[src/rtl/counter_prog_pkg.sv]
// Shared types and helpers for the programmable period counter.
package counter_prog_pkg;

  typedef enum logic [1:0] {
    ST_IDLE = 2'd0,
    ST_RUN  = 2'd1,
    ST_DONE = 2'd2
  } state_e;

  // Up-counting runs restart from zero; down-counting runs restart from the period.
  function automatic logic [255:0] reload_value(input logic down, input logic [255:0] per);
    return down ? per : '0;
  endfunction

endpackage

[src/rtl/flopenr.sv]
// Enabled register with synchronous active-high reset to zero.
module flopenr #(
  parameter int WIDTH = 8
) (
  input  logic             clk,
  input  logic             reset,
  input  logic             en,
  input  logic [WIDTH-1:0] d,
  output logic [WIDTH-1:0] q
);

  always_ff @(posedge clk) begin
    if (reset)   q <= '0;
    else if (en) q <= d;
  end

endmodule

[src/rtl/counter_prog.sv]
// Programmable up/down counter with oneshot/periodic modes and a shadowed period register.
module counter_prog
  import counter_prog_pkg::*;
#(
  parameter int WIDTH = 8
) (
  input  logic             clk,
  input  logic             reset,
  input  logic             en,
  input  logic             start,
  input  logic             stop,
  input  logic             oneshot,
  input  logic             down,
  input  logic [WIDTH-1:0] period,
  input  logic             period_wr,
  output logic [WIDTH-1:0] count,
  output logic             tick,
  output logic             running,
  output logic             done
);

  state_e           state_q, state_d;
  logic [WIDTH-1:0] period_q, period_d;
  logic [WIDTH-1:0] shadow_q, shadow_d;
  logic             pending_q, pending_d;
  logic             oneshot_q, oneshot_d;
  logic             down_q, down_d;
  logic [WIDTH-1:0] count_d;
  logic             count_en;
  logic [WIDTH-1:0] next_period;
  logic [WIDTH-1:0] terminal;
  logic [255:0]     reload_wide;

  flopenr #(.WIDTH(WIDTH)) u_count (
    .clk   (clk),
    .reset (reset),
    .en    (count_en),
    .d     (count_d),
    .q     (count)
  );

  // Period that takes effect at the next load: a same-cycle write beats the shadow.
  always_comb begin
    next_period = period_q;
    if (period_wr)      next_period = period;
    else if (pending_q) next_period = shadow_q;
  end

  assign terminal = down_q ? '0 : period_q;
  assign tick     = (state_q == ST_RUN) && en && (count == terminal);
  assign running  = (state_q == ST_RUN);
  assign done     = (state_q == ST_DONE);

  always_comb begin
    reload_wide = reload_value(down, 256'(next_period));
    if (state_q == ST_RUN && !start) reload_wide = reload_value(down_q, 256'(next_period));
  end

  always_comb begin
    state_d   = state_q;
    period_d  = period_q;
    shadow_d  = shadow_q;
    pending_d = pending_q;
    oneshot_d = oneshot_q;
    down_d    = down_q;
    count_d   = count;
    count_en  = 1'b0;

    if (period_wr) begin
      if (state_q == ST_RUN) begin
        shadow_d  = period;
        pending_d = 1'b1;
      end else begin
        period_d  = period;
      end
    end

    if (stop) begin
      state_d   = ST_IDLE;
      period_d  = next_period;
      pending_d = 1'b0;
      count_d   = '0;
      count_en  = 1'b1;
    end else if (start) begin
      state_d   = ST_RUN;
      oneshot_d = oneshot;
      down_d    = down;
      period_d  = next_period;
      pending_d = 1'b0;
      count_d   = reload_wide[WIDTH-1:0];
      count_en  = 1'b1;
    end else if (tick) begin
      period_d  = next_period;
      pending_d = 1'b0;
      if (oneshot_q) begin
        state_d = ST_DONE;
      end else begin
        count_d  = reload_wide[WIDTH-1:0];
        count_en = 1'b1;
      end
    end else if (state_q == ST_RUN && en) begin
      count_d  = down_q ? count - WIDTH'(1) : count + WIDTH'(1);
      count_en = 1'b1;
    end
  end

  always_ff @(posedge clk) begin
    if (reset) begin
      state_q   <= ST_IDLE;
      period_q  <= '0;
      shadow_q  <= '0;
      pending_q <= 1'b0;
      oneshot_q <= 1'b0;
      down_q    <= 1'b0;
    end else begin
      state_q   <= state_d;
      period_q  <= period_d;
      shadow_q  <= shadow_d;
      pending_q <= pending_d;
      oneshot_q <= oneshot_d;
      down_q    <= down_d;
    end
  end

endmodule

[config.mk]
export PLATFORM = sky130hd
export DESIGN_NAME = counter_prog
export DESIGN_NICKNAME = d
export VERILOG_FILES = /design/src/rtl/counter_prog_pkg.sv /design/src/rtl/flopenr.sv /design/src/rtl/counter_prog.sv
export SDC_FILE = /design/constraint.sdc
export NUM_CORES = 1
export LEC_CHECK = 0
export ABC_AREA = 1
export CAP_MARGIN = 40
export CORE_ASPECT_RATIO = 0.75
export CORE_MARGIN = 2
export CORE_UTILIZATION = 55
export DETAILED_ROUTE_END_ITERATION = 12
export PLACE_DENSITY = 0.85
export SYNTH_ARGS = -nofsm -noshare
export SYNTH_HDL_FRONTEND = slang
export SYNTH_HIERARCHICAL = 1
export SYNTH_SLANG_ARGS = --single-unit
[constraint.sdc]
create_clock -name clk -period 3.7 [get_ports clk]
set_input_delay 0.74 -clock clk [delete_from_list [all_inputs] [get_ports clk]]
set_output_delay 0.74 -clock clk [all_outputs]
set_load 0.01 [all_outputs]
==> results of run 1 <==
==> critical path: stages <==
cell and delay, ns:
sky130_fd_sc_hd__clkdlybuf4s50_1 0.47, sky130_fd_sc_hd__nand3_2 0.20, sky130_fd_sc_hd__nor2_1 0.15, sky130_fd_sc_hd__nand2_1 0.08, sky130_fd_sc_hd__nor2_2 0.12, sky130_fd_sc_hd__nand4_4 0.09
sky130_fd_sc_hd__inv_2 0.19, sky130_fd_sc_hd__clkdlybuf4s50_1 0.57
==> where the power goes <==
part           leakage, nW  switching (mW)  internal [mW]  total (mW)
registers            0.238          0.0284          0.330       0.358
logic                 1.02           0.148         0.0965       0.244
clock network       0.0585           0.135          0.220       0.355
==> layer usage <==
layer	vias to the layer above	wire length, µm	GRT usage [%]
li1	1396	-	-
met3	13	549	5.43
met1	1275	3160	40.3
met4	0	76	7.26
met5	-	0	0
met2	138	2820	43.0
==> state kept, by name (all words and copies together), names as in the netlist <==
signal,flops
down_q,1
oneshot_q,1
pending_q,1
period_q,8
shadow_q,8
state_q,2
u_count/q,8
==> stage by stage <==
| step | area, µm² | util (%) | cells |
|---|---|---|---|
| after floorplan | 2420 | - | 416 |
| after global placement | 2690 | 65.2 | 488 |
| after detailed placement | 2690 | 65.2 | 488 |
| after CTS | 2810 | 68.0 | 496 |
| after global routing | 2810 | 68.0 | 496 |
| final | 2810 | 68.0 | 496 |
==> cell usage after synthesis (all sizes together), types with 5 or more instances <==
cell type,count
nand4,9
clkbuf,5
buf,8
nand2,144
nor2,51
nand3,48
o21ai,24
ha,6
a21oi,24
o211ai,6
inv,45
dfxtp,29
==> area by class of cell <==
type | count | area share [%]
repair buffers | 30 | 10.3
clock inverters | 1 | 1.07
multi-input cells | 327 | 56.1
inverters | 47 | 6.28
well taps | 55 | 2.45
clock buffers | 7 | 3.07
flip-flops and latches | 29 | 20.7
==> cells by family after synthesis <==
kind of cell	count (synthesis)	synth area share, %
buf+inv	60	11.0
fa+ha+maj	7	3.92
compound gates	60	13.7
xor+xnor	3	1.08
simple gates	257	46.3
flops	29	24.0
==> worst paths after layout <==
kind,from,cells past startpoint,slack [ns],end
min,shadow_q[3]$_SDFFE_PP0P_,2,0.46,shadow_q[3]$_SDFFE_PP0P_
max reg2reg,down_q$_SDFFE_PP0P_,12,1.09,u_count/q[7]$_SDFFE_PP0P_
min reg2reg,shadow_q[3]$_SDFFE_PP0P_,2,0.46,shadow_q[3]$_SDFFE_PP0P_
max,en,8,0.34,tick
==> impl_metrics.toml, run 1 <==
[synth]
netlist_top_cells_area = "sky130_fd_sc_hd__dfxtp_1 24%, sky130_fd_sc_hd__nand2_1 22%, sky130_fd_sc_hd__nand3_1 8.9%, sky130_fd_sc_hd__nor2_1 7.0%, sky130_fd_sc_hd__inv_1 6.5%"
synth-seq-cells = 29
synth_top_cell_by_area = "sky130_fd_sc_hd__dfxtp_1"
async_reset_ff_share_pct = 0
synth_top_cell_area_share_pct = 24.0
synthFlopType = "sky130_fd_sc_hd__dfxtp_1"
post_synth.cell_area_avg_um2 = 5.83
syn-num-nets = 439
yosys.cell_types.count = 31
count_of_flip_flops_with_a_built_in_enable_after_synthesis = 0
mappedNetlistArea_um2 = 2420
postSynthCellCount = 416
synth_seq_area_share_pct = 24.0
ys_warn_count = 6

[clock_tree]
clockBufferDepth = 2
cts.sink_count = 29
cts_setup_buffers = 0
cts_tree = "done"
h_tree_depth = 2
cts_repair_resize_count = 0
clk_root_buffer_cell = "sky130_fd_sc_hd__clkbuf_8"
cts-hold-fix-buffers = 0
path_clk_slew_ns = 0.07
numCtsBuffers = 5
clock_insertion_delay_worst_skew_ns = 0.30

[sta]
min_period_over_period_pct = 90.9
final_period_minus_worst_setup_slack_ns = 3.36
tightestPinTransition_ns = 0.778
finalMaxSlewViolations = 0
report.final.setup_viol = 0
rsz0062_at_grt = "false"
slew_headroom_pct = 48.0
post-route-worst-setup-slack_ns = 0.338
clock.fmax_ghz = 0.297
setup_tns_ns = 0
hold_viol = 0
hold_slack_final_ns = 0.462
timing.clock.skew_ns = 0.0132

[final_layout]
multi_input_logic_area_um2 = 1580
insertedDiodeCount = 0
filler_cell_count = 392
sequential_cell_area_um2 = 581
layout.cells.most_common_list = "141 x sky130_fd_sc_hd__nand2_1, 45 x sky130_fd_sc_hd__nor2_1, 43 x sky130_fd_sc_hd__nand3_1, 42 x sky130_fd_sc_hd__inv_1, 29 x sky130_fd_sc_hd__dfxtp_1"
final_net_count = 463
mostFrequentLayoutCell = "sky130_fd_sc_hd__nand2_1"
drive_gt1_share_pct = 7.03
synthToLayoutAreaGrowth_pct = 15.9

[critical_path]
timing.critical_path.required_ns = 2.96
timing_worst_setup_path_type = "in2out"
cp.arrival_ns = 2.62
startpoint_class_of_the_critical_path = "input port"
critical_path.endpoint_type = "primary output"
crit_path_max_fanout = 10

[grt]
number_of_global_route_vias_before_repair = 2375
grt_max_degree = 20
initial_antenna_violation_count = 0
global_route_wire_length_before_repair_um = 10700
grt-ovfl-total = 0
grt_util_all_layers_pct = 27.9

[die]
chip_width_um = 80.7
die_height_um = 61.5
floorplan.initialDensity_pct = 58.7
top_level_ports = 27
row_count = 20
design.die.area_um2 = 4960
design.core.area_um2 = 4130

[place]
buffer_ports.inserted = 26
pre_cts_setup_slack_ns = 0.371
finalWeightedCongestion = 0.934
hpwlAfterDp_um = 4880

[drt]
first_pass_iters = 5
routed-via-count = 2822
drt_first_iter_violations = 316
route.final.wire_length_um = 6610
route.detailed.drc = 0
post_route_ant_nets = 0
wire_per_inst_um = 13.3
vias_per_cell = 5.69

[status]
run_status = "complete, no violations"

[job]
maxCapViolations = 0

[power]
power-per-cell-area_nw_per_um2 = 341
vdd_drop_max_v = 0.000224
total_chip_power_mw = 0.957
static-leakage-power_nw = 1.31

[worst_hold_path]
min_path_type = "reg2reg"
No activity file was read; power rests on OpenSTA's default activity.
==> run 2, diff against run 1 <==
--- a/config.mk
+++ b/config.mk
@@ -10,7 +10,9 @@
 export CORE_ASPECT_RATIO = 0.75
 export CORE_MARGIN = 2
 export CORE_UTILIZATION = 55
+export CTS_CLUSTER_SIZE = 10
 export DETAILED_ROUTE_END_ITERATION = 12
+export HOLD_SLACK_MARGIN = 0.1
 export PLACE_DENSITY = 0.85
 export SYNTH_ARGS = -nofsm -noshare
 export SYNTH_HDL_FRONTEND = slang
==> results of run 2 <==
Final layout, timing and power as in run 1 (identical DEF).
